[src/rtl/dmem_arbiter_pkg.sv]
// Shared types and constants for the Gambling_Tec data-memory arbiter.
// Holds owner encoding, requester indices and the MMIO word addresses.
package dmem_arb_pkg;

  typedef enum logic [1:0] {
    OWN_IDLE = 2'd0,
    OWN_CPU  = 2'd1,
    OWN_KBD  = 2'd2,
    OWN_VGA  = 2'd3
  } owner_e;

  localparam int KBD_IDX = 0;
  localparam int VGA_IDX = 1;

  localparam logic [31:0] ADDR_KBD   = 32'd10;
  localparam logic [31:0] ADDR_CNT   = 32'd16;
  localparam logic [31:0] ADDR_VGA   = 32'd32;
  localparam logic [31:0] ADDR_SYM_A = 32'd4144;
  localparam logic [31:0] ADDR_SYM_B = 32'd4160;
  localparam logic [31:0] ADDR_SYM_C = 32'd4176;

endpackage

[src/rtl/dmem_arbiter_if.sv]
// Bundle of CPU, secondary-master and data_mem signals around the arbiter.
// slave = arbiter side, master = CPU/secondaries/memory side.
interface dmem_arbiter_if #(
  parameter int AW = 32,
  parameter int DW = 32
);
  logic            cpu_re;
  logic            cpu_we;
  logic [AW-1:0]   cpu_addr;
  logic [DW-1:0]   cpu_wdata;
  logic [DW-1:0]   cpu_rdata;
  logic            cpu_stall;
  logic [1:0]      s_req;
  logic [1:0]      s_we;
  logic [2*AW-1:0] s_addr;
  logic [2*DW-1:0] s_wdata;
  logic [1:0]      s_ack;
  logic [DW-1:0]   s_rdata;
  logic            mem_we;
  logic [AW-1:0]   mem_addr;
  logic [DW-1:0]   mem_wdata;
  logic [DW-1:0]   mem_rdata;

  modport slave (
    input  cpu_re, cpu_we, cpu_addr, cpu_wdata, s_req, s_we, s_addr, s_wdata, mem_rdata,
    output cpu_rdata, cpu_stall, s_ack, s_rdata, mem_we, mem_addr, mem_wdata
  );

  modport master (
    output cpu_re, cpu_we, cpu_addr, cpu_wdata, s_req, s_we, s_addr, s_wdata, mem_rdata,
    input  cpu_rdata, cpu_stall, s_ack, s_rdata, mem_we, mem_addr, mem_wdata
  );
endinterface

[src/rtl/dmem_arbiter_starve_counter.sv]
// Saturating wait counter for one secondary requester; at_limit flags starvation.
module starve_counter #(
  parameter int CW    = 4,
  parameter int LIMIT = 8
) (
  input  logic clk,
  input  logic rst,
  input  logic inc,
  input  logic clr,
  output logic at_limit
);
  logic [CW-1:0] cnt_r;

  assign at_limit = (cnt_r >= CW'(LIMIT));

  // count waiting cycles, saturating at LIMIT; clear wins over increment
  always_ff @(posedge clk or posedge rst) begin
    if (rst) begin
      cnt_r <= '0;
    end else if (clr) begin
      cnt_r <= '0;
    end else if (inc && !at_limit) begin
      cnt_r <= cnt_r + CW'(1);
    end else begin
      cnt_r <= cnt_r;
    end
  end
endmodule

[src/rtl/dmem_arbiter.sv]
// Data-memory port arbiter: CPU has fixed priority, keyboard/VGA share idle
// slots round-robin, and a starved requester may steal one cycle from the CPU.
module dmem_arbiter
  import dmem_arb_pkg::*;
#(
  parameter int AW           = 32,
  parameter int DW           = 32,
  parameter int STARVE_LIMIT = 8,
  parameter int CW           = 4
) (
  input logic           clk,
  input logic           rst,
  dmem_arbiter_if.slave bus
);
  logic [1:0]    elig_s;
  logic [1:0]    at_limit_s;
  logic [1:0]    grant_s;
  logic [1:0]    inc_s;
  logic [1:0]    clr_s;
  logic          force_s;
  owner_e        owner_s;
  logic [1:0]    ack_r;
  logic [DW-1:0] s_rdata_r;
  logic          rr_ptr_r;

  // a requester with an ack in flight is not eligible, preventing double grants
  assign elig_s  = bus.s_req & ~ack_r;
  assign force_s = !rst && (|(elig_s & at_limit_s));

  // owner selection in priority order; during reset the CPU path passes through
  always_comb begin
    owner_s = OWN_IDLE;
    if (rst) begin
      owner_s = OWN_CPU;
    end else if (elig_s[KBD_IDX] && at_limit_s[KBD_IDX]) begin
      owner_s = OWN_KBD;
    end else if (elig_s[VGA_IDX] && at_limit_s[VGA_IDX]) begin
      owner_s = OWN_VGA;
    end else if (bus.cpu_re || bus.cpu_we) begin
      owner_s = OWN_CPU;
    end else if (elig_s[rr_ptr_r]) begin
      owner_s = rr_ptr_r ? OWN_VGA : OWN_KBD;
    end else if (elig_s[~rr_ptr_r]) begin
      owner_s = rr_ptr_r ? OWN_KBD : OWN_VGA;
    end else begin
      owner_s = OWN_IDLE;
    end
  end

  // memory port mux and grant vector
  always_comb begin
    bus.mem_we    = 1'b0;
    bus.mem_addr  = '0;
    bus.mem_wdata = '0;
    grant_s       = 2'b00;
    case (owner_s)
      OWN_CPU: begin
        bus.mem_we    = bus.cpu_we;
        bus.mem_addr  = bus.cpu_addr;
        bus.mem_wdata = bus.cpu_wdata;
      end
      OWN_KBD: begin
        bus.mem_we    = bus.s_we[KBD_IDX];
        bus.mem_addr  = bus.s_addr[KBD_IDX*AW +: AW];
        bus.mem_wdata = bus.s_wdata[KBD_IDX*DW +: DW];
        grant_s       = 2'b01;
      end
      OWN_VGA: begin
        bus.mem_we    = bus.s_we[VGA_IDX];
        bus.mem_addr  = bus.s_addr[VGA_IDX*AW +: AW];
        bus.mem_wdata = bus.s_wdata[VGA_IDX*DW +: DW];
        grant_s       = 2'b10;
      end
      default: begin
        bus.mem_we    = 1'b0;
        bus.mem_addr  = '0;
        bus.mem_wdata = '0;
        grant_s       = 2'b00;
      end
    endcase
  end

  assign inc_s         = elig_s & ~grant_s;
  assign clr_s         = grant_s | ~bus.s_req;
  assign bus.cpu_stall = force_s;
  assign bus.cpu_rdata = bus.mem_rdata;
  assign bus.s_ack     = ack_r;
  assign bus.s_rdata   = s_rdata_r;

  starve_counter #(.CW(CW), .LIMIT(STARVE_LIMIT)) u_kbd_cnt (
    .clk(clk), .rst(rst), .inc(inc_s[KBD_IDX]), .clr(clr_s[KBD_IDX]), .at_limit(at_limit_s[KBD_IDX])
  );

  starve_counter #(.CW(CW), .LIMIT(STARVE_LIMIT)) u_vga_cnt (
    .clk(clk), .rst(rst), .inc(inc_s[VGA_IDX]), .clr(clr_s[VGA_IDX]), .at_limit(at_limit_s[VGA_IDX])
  );

  // ack/read-data capture and round-robin pointer (points away from last winner)
  always_ff @(posedge clk or posedge rst) begin
    if (rst) begin
      ack_r     <= 2'b00;
      s_rdata_r <= '0;
      rr_ptr_r  <= 1'b0;
    end else begin
      ack_r <= grant_s;
      if (|grant_s) begin
        s_rdata_r <= bus.mem_rdata;
        rr_ptr_r  <= grant_s[KBD_IDX];
      end else begin
        s_rdata_r <= s_rdata_r;
        rr_ptr_r  <= rr_ptr_r;
      end
    end
  end
endmodule

[src/flat_wrapper.sv]
// flat-port wrapper written by rule: the top's interface ports become plain ports
module dmem_arbiter_flat import dmem_arb_pkg::*;
#(
  parameter int AW           = 32,
  parameter int DW           = 32,
  parameter int STARVE_LIMIT = 8,
  parameter int CW           = 4
)
  (clk, rst, bus_cpu_re, bus_cpu_we, bus_cpu_addr, bus_cpu_wdata, bus_s_req, bus_s_we, bus_s_addr, bus_s_wdata, bus_mem_rdata, bus_cpu_rdata, bus_cpu_stall, bus_s_ack, bus_s_rdata, bus_mem_we, bus_mem_addr, bus_mem_wdata);
  dmem_arbiter_if #(.AW(AW), .DW(DW)) bus_i ();
  input logic clk;
  input logic rst;
  input wire logic [$bits(bus_i.cpu_re)-1:0] bus_cpu_re;
  input wire logic [$bits(bus_i.cpu_we)-1:0] bus_cpu_we;
  input wire logic [$bits(bus_i.cpu_addr)-1:0] bus_cpu_addr;
  input wire logic [$bits(bus_i.cpu_wdata)-1:0] bus_cpu_wdata;
  input wire logic [$bits(bus_i.s_req)-1:0] bus_s_req;
  input wire logic [$bits(bus_i.s_we)-1:0] bus_s_we;
  input wire logic [$bits(bus_i.s_addr)-1:0] bus_s_addr;
  input wire logic [$bits(bus_i.s_wdata)-1:0] bus_s_wdata;
  input wire logic [$bits(bus_i.mem_rdata)-1:0] bus_mem_rdata;
  output wire logic [$bits(bus_i.cpu_rdata)-1:0] bus_cpu_rdata;
  output wire logic [$bits(bus_i.cpu_stall)-1:0] bus_cpu_stall;
  output wire logic [$bits(bus_i.s_ack)-1:0] bus_s_ack;
  output wire logic [$bits(bus_i.s_rdata)-1:0] bus_s_rdata;
  output wire logic [$bits(bus_i.mem_we)-1:0] bus_mem_we;
  output wire logic [$bits(bus_i.mem_addr)-1:0] bus_mem_addr;
  output wire logic [$bits(bus_i.mem_wdata)-1:0] bus_mem_wdata;
  assign bus_i.cpu_re = bus_cpu_re;
  assign bus_i.cpu_we = bus_cpu_we;
  assign bus_i.cpu_addr = bus_cpu_addr;
  assign bus_i.cpu_wdata = bus_cpu_wdata;
  assign bus_i.s_req = bus_s_req;
  assign bus_i.s_we = bus_s_we;
  assign bus_i.s_addr = bus_s_addr;
  assign bus_i.s_wdata = bus_s_wdata;
  assign bus_i.mem_rdata = bus_mem_rdata;
  assign bus_cpu_rdata = bus_i.cpu_rdata;
  assign bus_cpu_stall = bus_i.cpu_stall;
  assign bus_s_ack = bus_i.s_ack;
  assign bus_s_rdata = bus_i.s_rdata;
  assign bus_mem_we = bus_i.mem_we;
  assign bus_mem_addr = bus_i.mem_addr;
  assign bus_mem_wdata = bus_i.mem_wdata;
  dmem_arbiter #(.AW(AW), .DW(DW), .STARVE_LIMIT(STARVE_LIMIT), .CW(CW)) u_core (.clk(clk), .rst(rst), .bus(bus_i));
endmodule
[config.mk]
export PLATFORM = sky130hd
export DESIGN_NAME = dmem_arbiter_flat
export DESIGN_NICKNAME = d
export VERILOG_FILES = /design/src/rtl/dmem_arbiter_pkg.sv /design/src/rtl/dmem_arbiter_if.sv /design/src/rtl/dmem_arbiter_starve_counter.sv /design/src/rtl/dmem_arbiter.sv /design/src/flat_wrapper.sv
export SDC_FILE = /design/constraint.sdc
export NUM_CORES = 1
export LEC_CHECK = 0
export BUFFER_PORTS_ARGS = -buffer_cell sky130_fd_sc_hd__buf_2
export CAP_MARGIN = 20
export CORE_AREA = 3 3 140 142
export CTS_CLUSTER_DIAMETER = 30
export DETAILED_ROUTE_END_ITERATION = 7
export DIE_AREA = 0 0 143 145
export PLACE_DENSITY = 0.53
export SLEW_MARGIN = 25
export SYNTH_ARGS = -nofsm -noshare
export SYNTH_HDL_FRONTEND = slang
export SYNTH_SLANG_ARGS = --single-unit
[constraint.sdc]
create_clock -name clk -period 1.74 [get_ports clk]
set_input_delay 0 -clock clk [delete_from_list [all_inputs] [get_ports clk]]
set_output_delay 0 -clock clk [all_outputs]
set_load 0.01 [all_outputs]
# Word-level counts from Yosys, hierarchy flattened
# Cells that the tools add are included.
# op_classes
n_addsub,2
order_cmp,4
eq_ne,3
n_mux,20
n_bitwise,8
reduce_logical,13
# ops
op,n
32-bit case mux with 3 select lines,2
4-bit 2-to-1 mux,4
2-bit 2-to-1 mux,6
4-bit by 1-bit adder with 4-bit output (second input constant),2
4-bit greater-or-equal comparator (second input constant),2
2-bit AND,3
1-bit 2-to-1 mux,6
2-bit inverter,3
1-bit logical AND,5
2-bit == test (second input constant),2
1-bit by 2-bit < comparator with 1-bit output (second input constant),2
2-bit case mux with 2 select lines,1
2-bit nonzero test,2
2-bit OR reduction,2
1-bit logical NOT,3
1-bit case mux with 3 select lines,1
2-bit by 1-bit == test with 1-bit output (second input constant),1
2-bit OR,1
1-bit logical OR,1
1-bit inverter,1
# word_totals
register_bits,43
in_bits,232

# Depth between registers and ports, before layout
# Gate-level depths: netlist (run 1).
# logic_depth
ltp_word,17
depth_mapped,7
ltp_nobuf,5

# Cells and area by module
# Synthesis (run 1) repeated with hierarchy kept, for this count alone.
# hier_totals
cells_unflattened,387
area_unflattened_um2,3557.2
# by_module_without_submodules
mod,instances,cells_each,area_per_inst_um2,seq_area_each_um2
dmem_arbiter,1,347,3131.8,875.8
starve_counter,2,20,212.7,100.1

# Least setup slack after synthesis (run 1)
# No wires, ideal clock.
# synth_timing
kind,register to register
startpoint,"reg u_core.ack_r[0], in the netlist u_core.bus.s_ack[0]"
endpoint,"reg u_core.s_rdata_r[11], in the netlist u_core.bus.s_rdata[11]"
t_arrival_ns,1.508
path_slack_ns,0.105
path_stages_with_launch,7
path_buffers,2
period_less_slack_ns,1.635
cell_sequence,dfrtp_1 -> and2b_1 -> o21ai_1 -> a21o_2 -> buf_6 -> buf_6 -> mux2_1
# synth_via
elab_chain_len,13
word_cells_on_any_way,17
cone_classes,eq/ne: 2; mux: 11; bitwise: 2; reduce/logical: 2
# synth_rtl
item,line,source
"start, declared",dmem_arbiter.sv:22,logic [1:0] ack_r;
"start signal, assigned",dmem_arbiter.sv:105,ack_r <= grant_s;
2-bit inverter *,dmem_arbiter.sv:27,assign elig_s = bus.s_req & ~ack_r;
2-bit AND *,dmem_arbiter.sv:27,
1-bit 2-to-1 mux (not written as such) (2 in a row),dmem_arbiter.sv:43,end else if (elig_s[~rr_ptr_r]) begin
2-bit 2-to-1 mux,dmem_arbiter.sv:43,
2-bit 2-to-1 mux,dmem_arbiter.sv:41,end else if (elig_s[rr_ptr_r]) begin
2-bit 2-to-1 mux,dmem_arbiter.sv:39,end else if (bus.cpu_re || bus.cpu_we) begin
2-bit 2-to-1 mux,dmem_arbiter.sv:37,end else if (elig_s[VGA_IDX] && at_limit_s[VGA_IDX]) begin
2-bit 2-to-1 mux *,dmem_arbiter.sv:35,end else if (elig_s[KBD_IDX] && at_limit_s[KBD_IDX]) begin
2-bit 2-to-1 mux *,dmem_arbiter.sv:33,if (rst) begin
2-bit == test,dmem_arbiter.sv:56,case (owner_s)
2-bit case mux with 2 select lines *,dmem_arbiter.sv:56,
2-bit OR reduction *,dmem_arbiter.sv:106,if (|grant_s) begin
"end signal, assigned",dmem_arbiter.sv:107,s_rdata_r <= bus.mem_rdata;
"end signal, assigned",dmem_arbiter.sv:110,s_rdata_r <= s_rdata_r;
"end, declared",dmem_arbiter.sv:23,logic [DW-1:0] s_rdata_r;
# Every way passes the cells marked *; elsewhere a longest branch is shown, timed or not. The select of a mux whose other input is x is not followed.
# A chain may end at the register's enable or synchronous reset.

# Final worst setup path (run 1)
# layout_timing
startpoint,reg u_core.u_vga_cnt.cnt_r[3]
endpoint,out bus_mem_addr[11]
# layout_via
elab_chain_len,7
word_cells_on_any_way,9
cone_classes,order compare: 1; eq/ne: 3; mux: 4; reduce/logical: 1
# layout_rtl
item,line,source
"start, declared",dmem_arbiter_starve_counter.sv:12,logic [CW-1:0] cnt_r;
"start signal, assigned",dmem_arbiter_starve_counter.sv:23,cnt_r <= cnt_r + CW'(1);
"start signal, assigned",dmem_arbiter_starve_counter.sv:25,cnt_r <= cnt_r;
4-bit greater-or-equal comparator *,dmem_arbiter_starve_counter.sv:14,assign at_limit = (cnt_r >= CW'(LIMIT));
1-bit logical AND *,dmem_arbiter.sv:37,
2-bit 2-to-1 mux *,dmem_arbiter.sv:37,
2-bit 2-to-1 mux *,dmem_arbiter.sv:35,
2-bit 2-to-1 mux *,dmem_arbiter.sv:33,
2-bit == test or 2-bit by 1-bit == test with 1-bit output (tied branches),dmem_arbiter.sv:56,
32-bit case mux with 3 select lines *,dmem_arbiter.sv:56,
"end, declared",flat_wrapper.sv:27,output wire logic [$bits(bus_i.mem_addr)-1:0] bus_mem_addr;
# Every way passes the cells marked *; elsewhere a longest branch is shown, timed or not.

==> results by group, run 1 <==
Power and ir drop
  – Psw: 0.001431 W
  – Clock Power Share: 0.269
  – Sequential share of power: 0.289
  – Comb power frac: 0.442
  – Power Dens Cells: 664.8 nW/um^2
  – Total Power: 0.004544 W
  – Pleak: 3.587 nW
  – Maximum vdd drop: 0.8523 mV
  – Net Sw Frac: 0.3150
  – Pint: 0.003113 W

Clock network
  – Clock sink total: 43
  – Reg clk slew, reported paths: 60 ps
  – CTS Buf Count: 5
  – H-tree depth: 2
  – Clock latency on the worst-skew pair: 280 ps
  – Clk root buf: clkbuf_16
  – CTS tree: yes
  – Deepest clock path buffer count: 2

STA
  – Min cycle time layout: 2004 ps
  – Final setup violating endpoints: 65
  – Period utilization: 1.152
  – RSZ-0062 raised after global routing: true
  – Slew @ Worst Pin: 384.2 ps
  – Number of hold violations in the final report: 0
  – Hold WS: 29.24 ps
  – F_max: 499.0 MHz
  – Max_slew headroom: 0.7439
  – Setup Skew: 3.850 ps
  – Post-route setup slack: -264.0 ps
  – Slew Viols, Final: 0

GRT
  – First-pass GRT wire length: 23360 microns
  – Vias in the first global route: 4437
  – Largest net degree at the start of global routing: 51
  – Total grt overflow: 0
  – Initial antenna violation count: 1
  – GRT Total Usage: 0.1391

Layout
  – Nets: 1014
  – P&R area growth vs syn: 81.74%
  – Layout cells sized above 1: 0.6611
  – Final core utilization: 0.3679
  – Non-Filler Instances: 1014
  – # fillers: 1889

Synth
  – Mapped Avg Cell Area: 9.769 sq um
  – Synthesized net count: 621
  – Post-synthesis cell count: 385
  – Most frequent cell after synthesis: nand2_1
  – Unique cell type count in the Yosys netlist: 36
  – Yosys Warn Count: 0
  – Ys async rst share: 1.000
  – Post-synth top area share: 0.2861
  – Sequential share of the synthesized area: 0.2861
  – Cell Area, Synth: 3761 sq um
  – Post-synth top cells: nand2_1, mux2i_1, dfrtp_1, o22ai_1, buf_4
  – Most area-consuming cells after synthesis: dfrtp_1, mux2i_1, mux2_2, o22ai_2, nand2_1
  – FF+latch count, synth: 43
  – Yosys top cell by area: dfrtp_1
  – Main synth FF type: dfrtp_1
  – Post-synth EDFFs: 0

Placement
  – Place WS: -104.6 ps
  – Dpl cells: 953
  – Dpl hpwl: 12140 microns
  – IO buf count: 363
  – Placer Congestion: 0.8150

Worst setup path
  – Startpoint Class: flop
  – Kind of end point of the critical path: primary output
  – Slowest CP cell: dfrtp_1
  – Critical-path cell list: nor4_4 -> o21ai_4 -> nand2_8 -> buf_12 -> mux2i_2 -> o22ai_2 -> buf_2
  – Worst EP arrival: 2000 ps
  – CP Class: flop to primary output
  – Worst-path maximum fanout: 9
  – CP required: 1740 ps
  – Slowest Stage Delay on Critical Path: 410 ps

Status
  – Failing checks: negative setup slack
  – Status: finished, violations left

Flow run
  – Max capacitance violation total: 0

Floorplanning
  – Die height: 145 microns
  – Ports: 364
  – CORE AREA: 18580 sq um
  – Die Wd: 143 microns
  – Die area: 20740 sq um
  – Rows: 50
  – Initial Util: 0.2024

Detailed routing
  – Vias/cell: 4.323
  – Starting DRT DRC Count: 135
  – Final wirelength: 16320 microns
  – Post-route ant nets: 0
  – WL/cell: 16.09 microns
  – Vias: 4384
  – Detailed-route DRC error count: 0
  – Initial DRT Pass Iterations: 4

Worst hold path
  – Worst min-delay path category: input port to flop
cell type report:
class / count / area [sq um] / share of cell area
clock inverter: 3 / 67.56 / 0.009885
clock buffer: 5 / 125.1 / 0.01830
timing repair buffer: 449 / 2915 / 0.4265
tap: 234 / 292.8 / 0.04283
sequential: 43 / 1076 / 0.1574
antenna: 1 / 2.502 / 0.0003661
inverter: 6 / 22.52 / 0.003295
multi-input combinational: 273 / 2333 / 0.3414
power groups by stage:
| stage | sequential (W) | combinational (W) | clock (W) |
|---|---|---|---|
| 3_5_place_dp | 0.00132 | 0.00175 | 0 |
| 6_report | 0.00131 | 0.00201 | 0.00122 |
| 4_1_cts | 0.00131 | 0.00192 | 0.00126 |
| 5_1_grt | 0.00134 | 0.00216 | 0.00131 |
| 3_3_place_gp | 0.00132 | 0.00175 | 0 |
| 2_1_floorplan | 0.00141 | 0.000910 | 0 |
flip-flops by register name, indices dropped and copies added, names as in the netlist:
name / count
u_core.bus.s_ack: 2
u_core.u_vga_cnt.cnt_r: 4
u_core.u_kbd_cnt.cnt_r: 4
u_core.rr_ptr_r: 1
u_core.bus.s_rdata: 32
stage by stage:
step / cell area (sq um) / setup TNS, ps
final: 6835 / -14070
after CTS: 6570 / -15410
after floorplan: 3761 / 0
after detailed placement: 5724 / -1326
after global placement: 5724 / -320.3
after global routing: 6835 / -20560
per-layer routing:
layer  vias up  routed length, microns  GRT usage
met5         -                       0          0
met4         0                     139    0.02757
met3        11                    1212    0.02703
met2       208                    8666     0.2660
met1      2029                    6302     0.1574
li1       2136                       -          -
critical path: cells and delay by family, from the launching register on:
| family | cells | cell delay (ps) |
|---|---|---|
| AOI/OAI and AO/OA | 2 | 240 |
| buffers and inverters | 2 | 310 |
| DFF | 1 | 410 |
| muxes | 1 | 250 |
| and+or+nand+nor | 2 | 490 |
placed cells by master (no fill, tap or decap), types with 2 or more instances in the layout:
cell,instances
buf_2,363
nand2_1,68
mux2i_1,51
dfrtp_1,43
o22ai_1,34
dlygate4sd3_1,34
o22ai_2,30
mux2_2,29
buf_6,18
buf_12,12
buf_4,12
mux2i_2,10
clkbuf_16,10
nor2_1,8
inv_1,6
and3_2,4
ha_1,4
o21ai_2,3
xnor2_1,3
mux2i_4,3
buf_8,3
mux2_1,2
a21o_1,2
nand2_8,2
a21oi_1,2
o21ai_0,2
bufinv_16,2
buf_16,2
path summary, 6_finish.rpt:
path	endpoint	slack [ps]	depth (start not counted)	startpoint
max in group asynchronous	u_core.bus.s_rdata[13]	1000	4	rst
worst max register to register	u_core.bus.s_rdata[26]	70	6	u_core.bus.s_ack[0]
worst max-delay path	bus_mem_addr[11]	-260	7	u_core.u_vga_cnt.cnt_r[3]
worst min register to register	u_core.bus.s_rdata[12]	490	1	u_core.bus.s_rdata[12]
worst min-delay path	u_core.u_vga_cnt.cnt_r[0]	30	2	bus_s_req[1]
min in group asynchronous	u_core.u_kbd_cnt.cnt_r[3]	370	4	rst
what timing repair did:
item	CTS	global route
pin swaps	16	11
hold buffers	34	0
endpoints found under the setup margin	65	76
cloned	3	5
endpoints found under the hold margin	76	0
gates resized for setup	42	28
setup buffers	8	4
cells by family after synthesis:
| kind of cell | count (synthesis) | share of synthesized area |
|---|---|---|
| xor+xnor | 4 | 0.009316 |
| mux | 96 | 0.2661 |
| fa+ha+maj | 4 | 0.01331 |
| simple gates | 88 | 0.1025 |
| flops | 43 | 0.2861 |
| buf+inv | 70 | 0.1464 |
| compound gates | 80 | 0.1763 |
Power figures use the tool's default switching activity.
==> inputs of run 2 (changes only) <==
Settings changed: REMOVE_ABC_BUFFERS from default to 1.
==> run 2 against run 1 <==
Against the previous run: the flow still finishes with violations (negative setup slack); clock power hardly changed; first-iteration DRC count shrank 31%; sequential cell count did not move; hold slack worse by 6.6 ps; non-clock buffer count rose by 2; total power is 0.37% higher; die area unchanged.
==> results by group, run 2 (synthesis results as in run 1) <==
Worst setup path
  – Worst EP arrival: 2040 ps
  – Critical-path cell list: nor2b_4 -> or3_4 -> buf_6 -> a21oi_4 -> buf_12 -> buf_12 -> o22ai_1 -> buf_2
  – Startpoint Class: flop
  – Crit path max-delay family: buffers and inverters
  – Slowest CP cell: or3_4
  – Reg2Reg Setup Slack: 90 ps
  – Slowest Stage Delay on Critical Path: 420 ps
  – Kind of end point of the critical path: primary output
  – WP buf/inv: 4
  – Most frequent CP cell: buf_12
  – CP required: 1740 ps
  – CP Class: flop to primary output
  – Worst-path maximum fanout: 17

STA
  – Slew @ Worst Pin: 441.9 ps
  – Min cycle time layout: 2042 ps
  – Post-route setup slack: -302.2 ps
  – Final setup violating endpoints: 65
  – Number of hold violations in the final report: 0
  – Period utilization: 1.174
  – Setup Skew: 2.392 ps
  – Max_slew headroom: 0.7036
  – Hold WS: 22.68 ps
  – Slew Viols, Final: 0
  – F_max: 489.7 MHz
  – RSZ-0062 raised after global routing: true

Placement
  – IO buf count: 363
  – Place WS: -103.4 ps
  – Placer Congestion: 0.8452
  – Dpl hpwl: 12020 microns

Floorplanning
  – Ports: 364
  – Die area: 20740 sq um
  – Initial Util: 0.2024
  – Die Wd: 143 microns
  – CORE AREA: 18580 sq um
  – Die height: 145 microns
  – Rows: 50

GRT
  – Total grt overflow: 0
  – Largest net degree at the start of global routing: 50
  – Vias in the first global route: 4628
  – Initial antenna violation count: 1
  – GRT Total Usage: 0.1393
  – First-pass GRT wire length: 23540 microns

Power and ir drop
  – Power Dens Cells: 671.7 nW/um^2
  – Total Power: 0.004561 W
  – Pleak: 3.550 nW
  – Maximum vdd drop: 0.8985 mV

Layout
  – Commonest cells after routing, fill and taps aside: buf_2, nand2_1, dfrtp_1, o22ai_1, mux2i_1
  – # fillers: 1847
  – Nets: 1018
  – Commonest non-fill, non-tap cell in the layout: buf_2
  – Number of flip-flops in the largest register: 32
  – Layout cells sized above 1: 0.6718
  – P&R area growth vs syn: 80.54%
  – Final core utilization: 0.3655

Clock network
  – Clock sink total: 43
  – H-tree depth: 2
  – Reg clk slew, reported paths: 60 ps
  – CTS tree: yes
  – Clk root buf: clkbuf_16
  – CTS Buf Count: 5
  – Deepest clock path buffer count: 2
  – Clock latency on the worst-skew pair: 290 ps

Status
  – Failing checks: negative setup slack
  – Status: finished, violations left

Detailed routing
  – Starting DRT DRC Count: 93
  – Vias: 4421
  – Detailed-route DRC error count: 0
  – Final wirelength: 16140 microns
  – WL/cell: 15.86 microns
  – Post-route ant nets: 0
  – Initial DRT Pass Iterations: 4
  – Vias/cell: 4.343

Worst hold path
  – Worst min-delay path category: input port to flop

Flow run
  – Max capacitance violation total: 0
run 2: metrics by stage:
stage,cells,setup TNS [ps],area (sq um)
after floorplan,321,-126150,3233
after global placement,964,-523.0,5819
after detailed placement,964,-1553,5819
after CTS,1015,-18400,6583
after global routing,1018,-23430,6790
final,1018,-16700,6790
run 2: worst reg2reg max path, cell delays in order (launching register included):
cell	delay, ps
dfrtp_1	400
nor2b_4	120
buf_4	130
o21ai_2	50
a21o_4	250
buf_6	140
buf_8	140
mux2_1	310
run 2: final timing paths:
| kind | from | endpoint | cells past startpoint |
|---|---|---|---|
| worst max-delay path | u_core.bus.s_ack[1] | bus_mem_wdata[23] | 8 |
| worst min-delay path | bus_s_req[1] | u_core.u_vga_cnt.cnt_r[1] | 2 |
| worst max register to register | u_core.bus.s_ack[1] | u_core.bus.s_rdata[12] | 7 |
| worst min register to register | u_core.bus.s_rdata[11] | u_core.bus.s_rdata[11] | 1 |
| max in group asynchronous | rst | u_core.bus.s_rdata[14] | 4 |
| min in group asynchronous | rst | u_core.bus.s_rdata[17] | 3 |
run 2: per-layer routing:
layer	wire length (microns)	up-vias	global-route usage
li1	-	2159	-
met1	6042	2030	0.1525
met2	8514	218	0.2672
met3	1406	14	0.03263
met4	178	0	0.03042
met5	0	-	0
run 2: final cells by class:
type / instances / area, sq um / share of cell area
Sequential cell: 43 / 1076 / 0.1585
Clock inverter: 3 / 67.56 / 0.009950
Multi-Input combinational cell: 275 / 2402 / 0.3538
Timing Repair Buffer: 451 / 2801 / 0.4126
Antenna cell: 1 / 2.502 / 0.0003685
Clock buffer: 5 / 125.1 / 0.01843
Inverter: 6 / 22.52 / 0.003317
Tap cell: 234 / 292.8 / 0.04312
run 2: where the power goes:
group	switching (W)	internal [W]
registers	0.000108	0.00120
clock network	0.000405	0.000822
logic	0.000934	0.00109
total	0.00145	0.00311
run 2: what timing repair did:
item,in CTS,in global routing
hold buffers,34,0
buffers inserted,8,1
gates resized for setup,26,36
endpoints found under the hold margin,45,0
pin swaps,12,22
setup endpoints to repair,65,83
gates cloned,3,1
==> inputs of run 3 (changes only) <==
Settings changed: ABC_AREA from default to 1, CORE_AREA 3 3 140 142 to 3 3 139 141, DIE_AREA 0 0 143 145 to 0 0 142 144.
==> run 3 against run 2 <==
Against the previous run: the run still ends with negative setup slack left; maximum frequency grew 11%; die area down 1.4%; total power fell by 5.9%; design area is 9.2% higher; synthesized area is 1.8% lower; register-to-register slack worse by 90 ps; worst setup slack better by 200 ps; hold slack gained 8.5 ps; global-route usage grew 2.6 points; clock power about the same; largest power group unchanged.
==> results by group, run 3 <==
Layout
  – Nets: 1170
  – Number of flip-flops in the largest register: 32
  – P&R area growth vs syn: 100.7%
  – Area occupied by multi-input gates: 2345 sq um
  – Final instance area: 7416 sq um
  – Commonest non-fill, non-tap cell in the layout: buf_2
  – Commonest cells after routing, fill and taps aside: buf_2, nand3_1, nand2_1, nand4_1, nand3_2
  – Register area: 1076 sq um
  – Layout cells sized above 1: 0.5401
  – Final core utilization: 0.4100
  – Non-Filler Instances: 1166
  – # fillers: 1836

Clock network
  – Clk root buf: clkbuf_16
  – Clock latency on the worst-skew pair: 290 ps
  – H-tree depth: 2
  – CTS Buf Count: 5
  – CTS tree: yes
  – Reg clk slew, reported paths: 70 ps
  – Deepest clock path buffer count: 2
  – Clock sink total: 43

Power and ir drop
  – Power Dens Cells: 578.6 nW/um^2
  – Pleak: 3.964 nW
  – Maximum vdd drop: 0.5483 mV

Worst setup path
  – Worst EP arrival: 1850 ps
  – Slowest Stage Delay on Critical Path: 390 ps
  – Startpoint Class: flop
  – WP buf/inv: 6
  – Crit path max-delay family: buffers and inverters
  – CP Class: flop to primary output
  – Worst-path maximum fanout: 6
  – Critical-path cell list: inv_2 -> nand3_2 -> nand2_1 -> inv_1 -> nand2_2 -> nand2_4 -> buf_12 -> buf_6 -> clkbuf_16 -> nand4_1 -> nand3_1 -> buf_2
  – Slowest CP cell: dfrtp_1
  – CP required: 1740 ps
  – Kind of end point of the critical path: primary output

Synth
  – Post-synth EDFFs: 0
  – Post-synth top area share: 0.2912
  – Yosys Warn Count: 0
  – Most frequent cell after synthesis: nand3_1
  – Most area-consuming cells after synthesis: dfrtp_1, nand3_1, nand2_1, nand4_1, buf_4
  – Main synth FF type: dfrtp_1
  – Post-synthesis cell count: 550
  – Mux cell area share after synthesis: 0
  – Adder-cell share of the synthesized area: 0.01355
  – Ys async rst share: 1.000
  – Yosys top cell by area: dfrtp_1
  – Post-synth top cells: nand3_1, nand2_1, nand4_1, buf_4, dfrtp_1
  – Unique cell type count in the Yosys netlist: 18
  – Sequential share of the synthesized area: 0.2912
  – Cell Area, Synth: 3695 sq um
  – Xor and xnor fraction of the mapped netlist area: 0.009482
  – Compound-Gate Fraction of Synth Area: 0.007789
  – Mapped Avg Cell Area: 6.718 sq um
  – Simple-gate portion of the synthesized area: 0.5130
  – Largest family of logic cells by synthesized area: simple AND/OR/NAND/NOR gates
  – FF+latch count, synth: 43

GRT
  – First-pass GRT wire length: 27050 microns
  – Vias in the first global route: 5079
  – Initial antenna violation count: 1
  – Largest net degree at the start of global routing: 85
  – GRT Total Usage: 0.1650
  – Total grt overflow: 0

Worst hold path
  – Worst min-delay path category: input port to flop

STA
  – Slew Viols, Final: 0
  – Hold WS: 31.20 ps
  – Setup Skew: 7.904 ps
  – Max_slew headroom: 0.7665
  – Post-route setup slack: -106.4 ps
  – Number of hold violations in the final report: 0
  – RSZ-0062 raised after global routing: true
  – F_max: 541.6 MHz
  – Period utilization: 1.061
  – Slew @ Worst Pin: 349.1 ps
  – Final setup violating endpoints: 68
  – Min cycle time layout: 1846 ps

Placement
  – Dpl hpwl: 13340 microns
  – Dpl cells: 1078
  – Place WS: 86.82 ps
  – Placer Congestion: 0.7904
  – IO buf count: 363
  – Placement Cell Area: 5569 sq um

Detailed routing
  – Vias: 5752
  – Detailed-route DRC error count: 0
  – WL/cell: 18.75 microns
  – Starting DRT DRC Count: 306
  – Routed met2 length: 11050 microns
  – Final wirelength: 21860 microns
  – Post-route ant nets: 0
  – Met3 wire length: 1792 microns
  – Metal1 wirelength: 8520 microns
  – Initial DRT Pass Iterations: 5
  – Vias/cell: 4.933
  – Uppermost routed layer: met5

Floorplanning
  – Initial Util: 0.2043
  – Die Wd: 142 microns
  – Ports: 364
  – Die height: 144 microns
  – Rows: 49
  – CORE AREA: 18090 sq um
  – Die area: 20450 sq um

Flow run
  – Max capacitance violation total: 0

Status
  – Failing checks: negative setup slack
  – Status: finished, violations left
==> run 3: cell count changes after synthesis, sizes merged, moves of 4 or more <==
cell / previous run / this run
and3: 4 / 0
o21ai: 6 / 1
nand3: 0 / 199
inv: 6 / 14
buf: 56 / 79
nand4: 0 / 65
nor2: 8 / 14
nand2: 70 / 114
mux2i: 64 / 0
mux2: 32 / 0
o22ai: 64 / 0
==> run 3: worst paths after layout <==
kind	cells after the start	end	start	slack [ps]
hold / removal	3	u_core.u_vga_cnt.cnt_r[1]	bus_s_req[1]	30
hold reg to reg	2	u_core.bus.s_rdata[3]	u_core.bus.s_rdata[3]	460
max in group asynchronous	4	u_core.bus.s_rdata[10]	rst	770
min in group asynchronous	3	u_core.rr_ptr_r	rst	330
setup / recovery	12	bus_mem_wdata[27]	u_core.bus.s_ack[1]	-110
setup reg to reg	11	u_core.u_kbd_cnt.cnt_r[2]	u_core.bus.s_ack[0]	0
==> run 3: power by group <==
part	total [W]	internal (W)	leakage [nW]	switching, W
Clock	0.00122	0.000822	0.0900	0.000399
Combinational	0.00181	0.000884	3.32	0.000925
Sequential	0.00126	0.00116	0.549	0.0000951
==> run 3: final cells by class <==
class,count,area share
timing repair buffer,465,0.4650
clock buffer,5,0.01687
clock inverter,3,0.009111
sequential,43,0.1451
multi-input combinational,405,0.3162
tap,229,0.03864
antenna,2,0.0006749
inverter,14,0.008436
==> run 3: kinds of logic after synthesis <==
kind of cell / Yosys count
compound gates: 5
xor+xnor: 4
fa+ha+maj: 4
buf+inv: 102
flops: 43
simple gates: 392
==> run 3: what timing repair did <==
item	in CTS	in global routing
setup buffers	13	8
cloned	6	20
endpoints found under the hold margin	75	0
resized for setup	33	87
setup endpoints to repair	65	70
pin swaps	6	42
hold buffers	33	0
==> run 3: worst register-to-register path, delay by kind of cell (launching register included) <==
| kind | cells | cell delay [ps] |
|---|---|---|
| buf+inv | 4 | 520 |
| flops | 1 | 380 |
| simple gates | 7 | 740 |
==> run 3: metrics by stage <==
step | total power (W) | TNS, ps
final | 0.004291 | -3333
after global routing | 0.004523 | -9714
after CTS | 0.004096 | -3742
after detailed placement | 0.002693 | 0
after global placement | 0.002690 | 0
after floorplan | 0.001850 | -253070
==> run 3: metal layers <==
metal	up-vias	GRT usage
met4	2	0.05808
met3	41	0.02943
met1	2668	0.2074
met5	-	0
li1	2678	-
met2	363	0.2847
